## src/rtl/decoder_nxm_scan.sv

```systemverilog
// Registered N-to-2^N one-hot decoder: direct (handshaked select) or scan (dwell-timed walk).
// Optional break-before-make blank cycle per scan step: define DECODER_SCAN_BLANK_EN.
//
// state | meaning
// IDLE  | outputs inactive, waiting for a transfer or scan request
// HOLD  | D drives onehot(IDX) loaded by the last transfer or frozen from scan
// SCAN  | IDX advances every DWELL+1 cycles, wrapping modulo 2^N
module decoder_nxm_scan #(
  parameter int N          = 3,
  parameter int DWELL_W    = 8,
  parameter int ACTIVE_LOW = 0
) (
  input  logic                 CLK,
  input  logic                 RST,
  input  logic                 EN,
  input  logic                 MODE,
  input  logic [N-1:0]         SEL,
  input  logic                 SEL_VALID,
  output logic                 SEL_READY,
  input  logic [DWELL_W-1:0]   DWELL,
  output logic [(2**N)-1:0]    D,
  output logic [N-1:0]         IDX,
  output logic                 WRAP,
  output logic                 BUSY
);

  localparam int W = 2 ** N;
  localparam logic [N-1:0] IDX_MAX = '1;

  typedef enum logic [1:0] {IDLE, HOLD, SCAN} state_t;

  state_t             state;
  logic [W-1:0]       dAct;
  logic [N-1:0]       idx;
  logic [N-1:0]       idxNext;
  logic [DWELL_W-1:0] dwellCnt;
  logic               wrap;
  logic               xfer;
`ifdef DECODER_SCAN_BLANK_EN
  logic               blank;
`endif

  function automatic logic [W-1:0] oneHot(input logic [N-1:0] i);
    logic [W-1:0] v;
    v    = '0;
    v[i] = 1'b1;
    return v;
  endfunction

  assign SEL_READY = EN && !MODE && (state != SCAN);
  assign xfer      = SEL_VALID && SEL_READY;
  assign idxNext   = idx + N'(1);

  always_ff @(posedge CLK or posedge RST) begin
    if (RST) begin
      state    <= IDLE;
      dAct     <= '0;
      idx      <= '0;
      dwellCnt <= '0;
      wrap     <= 1'b0;
`ifdef DECODER_SCAN_BLANK_EN
      blank    <= 1'b0;
`endif
    end else if (!EN) begin
      // idx deliberately kept so a re-enable can resume from the same line
      state    <= IDLE;
      dAct     <= '0;
      dwellCnt <= '0;
      wrap     <= 1'b0;
`ifdef DECODER_SCAN_BLANK_EN
      blank    <= 1'b0;
`endif
    end else begin
      case (state)
        IDLE: begin
          wrap <= 1'b0;
          if (MODE) begin
            state    <= SCAN;
            idx      <= '0;
            dAct     <= oneHot('0);
            dwellCnt <= DWELL;
          end else if (xfer) begin
            state <= HOLD;
            idx   <= SEL;
            dAct  <= oneHot(SEL);
          end
        end
        HOLD: begin
          wrap <= 1'b0;
          if (MODE) begin
            state    <= SCAN;
            dAct     <= oneHot(idx);
            dwellCnt <= DWELL;
          end else if (xfer) begin
            idx  <= SEL;
            dAct <= oneHot(SEL);
          end
        end
        SCAN: begin
          if (!MODE) begin
            state    <= HOLD;
            dAct     <= oneHot(idx);
            dwellCnt <= '0;
            wrap     <= 1'b0;
`ifdef DECODER_SCAN_BLANK_EN
            blank    <= 1'b0;
`endif
          end else begin
`ifdef DECODER_SCAN_BLANK_EN
            // idx moves first with D dark for one cycle, then the new line lights
            if (blank) begin
              blank    <= 1'b0;
              dAct     <= oneHot(idx);
              dwellCnt <= DWELL;
              wrap     <= 1'b0;
            end else if (dwellCnt == '0) begin
              blank <= 1'b1;
              idx   <= idxNext;
              dAct  <= '0;
              wrap  <= (idx == IDX_MAX);
            end else begin
              dwellCnt <= dwellCnt - DWELL_W'(1);
              wrap     <= 1'b0;
            end
`else
            if (dwellCnt == '0) begin
              idx      <= idxNext;
              dAct     <= oneHot(idxNext);
              dwellCnt <= DWELL;
              wrap     <= (idx == IDX_MAX);
            end else begin
              dwellCnt <= dwellCnt - DWELL_W'(1);
              wrap     <= 1'b0;
            end
`endif
          end
        end
        default: state <= IDLE;
      endcase
    end
  end

  assign D    = (ACTIVE_LOW != 0) ? ~dAct : dAct;
  assign IDX  = idx;
  assign WRAP = wrap;
  assign BUSY = (state == SCAN);

endmodule

```

## config.mk

```make
export PLATFORM = sky130hd
export DESIGN_NAME = decoder_nxm_scan
export DESIGN_NICKNAME = d
export VERILOG_FILES = /design/src/rtl/decoder_nxm_scan.sv
export SDC_FILE = /design/constraint.sdc
export NUM_CORES = 1
export LEC_CHECK = 0
export CORE_ASPECT_RATIO = 1.75
export CORE_MARGIN = 2
export CORE_UTILIZATION = 34
export CTS_CLUSTER_DIAMETER = 50
export DETAILED_ROUTE_END_ITERATION = 12
export PLACE_DENSITY = 0.6
export SYNTH_ARGS = -nofsm -noshare
export SYNTH_HDL_FRONTEND = slang
export SYNTH_SLANG_ARGS = --single-unit
```

## constraint.sdc

```tcl
create_clock -name CLK -period 2.3 [get_ports CLK]
set_input_delay 0.46 -clock CLK [delete_from_list [all_inputs] [get_ports CLK]]
set_output_delay 0.46 -clock CLK [all_outputs]
set_load 0.005 [all_outputs]
```

==> results.cfg <==
[power_and_ir_drop]
comb_power_share = 0.625
ir_drop_mv = 0.375
p_int_mw = 1.54
total_power_mw = 2.78
p_leak_nw = 0.972
switchingPower_mw = 1.24
pwr-share-seq = 0.241
powerDensity_nw_per_um2 = 1160
p_sw_frac = 0.446
clockPowerShare = 0.134

[detailed_routing]
drt-wirelength-per-cell_um = 16.1
drt_iter0_drc = 67
num_vias = 1815
drc = 0
detail-route-antenna-nets = 0
vias_per_cell = 5.62
firstDrtPassIters = 4
routed_wl_um = 5200

[sta]
max_freq_ghz = 0.452
final-setup-viol-count = 0
tightest_slew_ps = 466
maxSlewHeadroom = 0.685
fin_crit_ps = 2210
slew_violations = 0
rsz0062_at_grt = no
clock_skew_ps = 8.10
finalCritPeriodShare = 0.963
setup_tns_ps = 0
hold_violations = 0

[synthesis]
synth_flop_cell = dfrtp_1
synth_top_family_by_area = compound AO/OA/AOI/OAI gates
synth_compound_area_frac = 0.292
synth_area_sq_um = 1880
synthDistinctLibCells = 58
synth_nets = 239
synth_mux_area_frac = 0.0425
synth_cells = 214
synth_xor_area_frac = 0
yosysSeqAreaShare = 0.292
syn_avg_cell_area_sq_um = 8.81
synth-simple-area-share = 0.250
synthAdderAreaFrac = 0.0598
async_flop_share = 1.00
ys_ff_latch = 22
synth_edf_count = 0
ys.warnings.count = 0

[grt]
antenna_found_initial = 0
grt_pass1_wl_um = 8470
overflow = 0
grt_max_degree = 23
grt_use_total = 0.180
grt_pass1_vias = 1776

[setup_path]
cp-end-kind = output port
crit_fanout = 8
path_class = register to output port
reg2regPathDepth = 6
worstPathRequired_ps = 1840
r2r_setup_slack_ps = 280
startpoint = state[0]
r2r_end = IDX[2]
critPathLaunchType = register
r2r_start = dwellCnt[0]
critPathCapture = SEL_READY
critPathArrivalTime_ps = 1750

[floorplan]
start_util = 0.356
num_io_pins = 30
fp.dieH_um = 102
num_rows = 35
die_area_sq_um = 6180
die_w_um = 60.3
core-area_sq_um = 5300

[finish]
fin_nets = 275
antenna_cells = 0
drive_gt1_frac = 0.116
fill_cells = 546
area_delta_synth_final_pct = 26.7
seq_area_sq_um = 551
multiInputGateArea_sq_um = 1230

[min_path]
hold_path.class = input port to async pin

[clock_network]
clock_latency_ps = 270
cts_buffer_depth = 2
clkSinkCount = 22
clockRootBuffer = clkbuf_8
clk_pin_slew_ps = 90
htree_levels = 1
hold_buffers = 0
cts_tree = yes
cts-buffers-inserted = 3

[job]
drv_cap = 0

[placement]
gp_congestion = 0.900
portBuffers = 29
hpwl_um = 3880

[status]
status = finished, final reports clean
[flip-flops by register name, summed over array words and instances, names as in the netlist]
| signal | flops |
|---|---|
| dwellCnt | 8 |
| IDX | 3 |
| state | 2 |
| D | 8 |
| WRAP | 1 |
[stage by stage]
step,setup slack [ps],util,area (sq um),hold WS (ps),std cells
after floorplan,364,-,1880,449,214
after global placement,100,0.433,2290,552,318
after detailed placement,62.6,0.433,2290,544,318
after CTS,19.3,0.448,2370,535,323
after global routing,16.1,0.451,2390,563,323
final,85.3,0.451,2390,519,323
[worst max-delay path, cell delays in order (launching register included)]
cell	delay, ps
dfrtp_1	380
inv_1	120
ha_4	210
nand2b_1	180
nor2_2	100
clkdlybuf4s50_1	500
[power groups by stage]
stage / registers (mW) / logic, mW / clock network, mW
5_1_grt: 0.693 / 1.91 / 0.397
6_report: 0.670 / 1.74 / 0.372
3_5_place_dp: 0.678 / 1.71 / 0
3_3_place_gp: 0.676 / 1.69 / 0
4_1_cts: 0.667 / 1.73 / 0.387
2_1_floorplan: 0.635 / 1.22 / 0
[logic make-up (layout without fill, tap and decap cells)]
group / count (synthesis) / in the layout
muxes: 8 / 8
DFF: 22 / 22
and+or+nand+nor: 72 / 72
AOI/OAI and AO/OA: 78 / 78
adders and majority gates: 9 / 9
buffers and inverters: 25 / 60
[cell usage after synthesis (all sizes together), types with 2 or more instances]
| cell type | instances | area (sq um) |
|---|---|---|
| a211oi | 3 | 22.5 |
| a21o | 3 | 22.5 |
| a21oi | 12 | 71.3 |
| a22oi | 3 | 22.5 |
| a311oi | 7 | 67.6 |
| a31oi | 3 | 18.8 |
| a32oi | 4 | 35.0 |
| and2 | 2 | 15.0 |
| and4 | 3 | 26.3 |
| and4b | 3 | 30.0 |
| and4bb | 2 | 25.0 |
| buf | 9 | 60.1 |
| clkbuf | 3 | 11.3 |
| dfrtp | 22 | 551 |
| ha | 9 | 113 |
| inv | 12 | 45.0 |
| mux2i | 8 | 80.1 |
| nand2 | 9 | 33.8 |
| nand2b | 2 | 12.5 |
| nand3 | 3 | 15.0 |
| nand4 | 3 | 18.8 |
| nor2 | 8 | 30.0 |
| nor2b | 11 | 68.8 |
| nor3 | 6 | 30.0 |
| nor3b | 3 | 22.5 |
| nor4 | 5 | 46.3 |
| nor4b | 3 | 26.3 |
| o2111ai | 2 | 17.5 |
| o211ai | 2 | 15.0 |
| o21ai | 26 | 141 |
| o21bai | 2 | 15.0 |
| o2bb2ai | 4 | 35.0 |
| or2 | 2 | 12.5 |
[layer usage]
layer,GRT usage,share of wire
met1,0.201,0.40
met2,0.339,0.55
met3,0.0165,0.027
met4,0.0632,0.022
met5,0,0
[timing repair]
action                                  4_1_cts  5_1_grt
setup buffers                                 1        0
endpoints found under the setup margin        1        1
resized for setup                             1        2
[worst min-delay path by stage]
| stage | endpoint | slack (ps) | cells past startpoint |
|---|---|---|---|
| CTS | dwellCnt[1] | 530 | 3 |
| finish | dwellCnt[6] | 520 | 3 |
| global placement | WRAP | 550 | 2 |
| detailed placement | WRAP | 540 | 2 |
| floorplan | D[0] | 450 | 1 |
| global route | dwellCnt[1] | 560 | 3 |
[cells in the final DEF (no fill, tap or decap), types with 4 or more instances in the layout]
master,instances
o2bb2ai_1,4
a311oi_1,6
clkdlybuf4s50_1,29
a21oi_1,11
o21ai_0,13
nor2b_1,11
dfrtp_1,22
buf_4,14
inv_1,11
o21ai_1,12
nor3_1,6
mux2i_1,8
ha_1,8
nand2_1,9
a32oi_1,4
nor2_1,7
nor4_1,4
[cell type report]
type	count	share of cell area
Clock inverter	1	0.0126
Sequential cell	22	0.231
Clock buffer	3	0.0173
Multi-Input combinational cell	167	0.515
Tap cell	74	0.0388
Timing Repair Buffer	43	0.166
Inverter	13	0.0204
No activity file was read; power rests on OpenSTA's default activity.
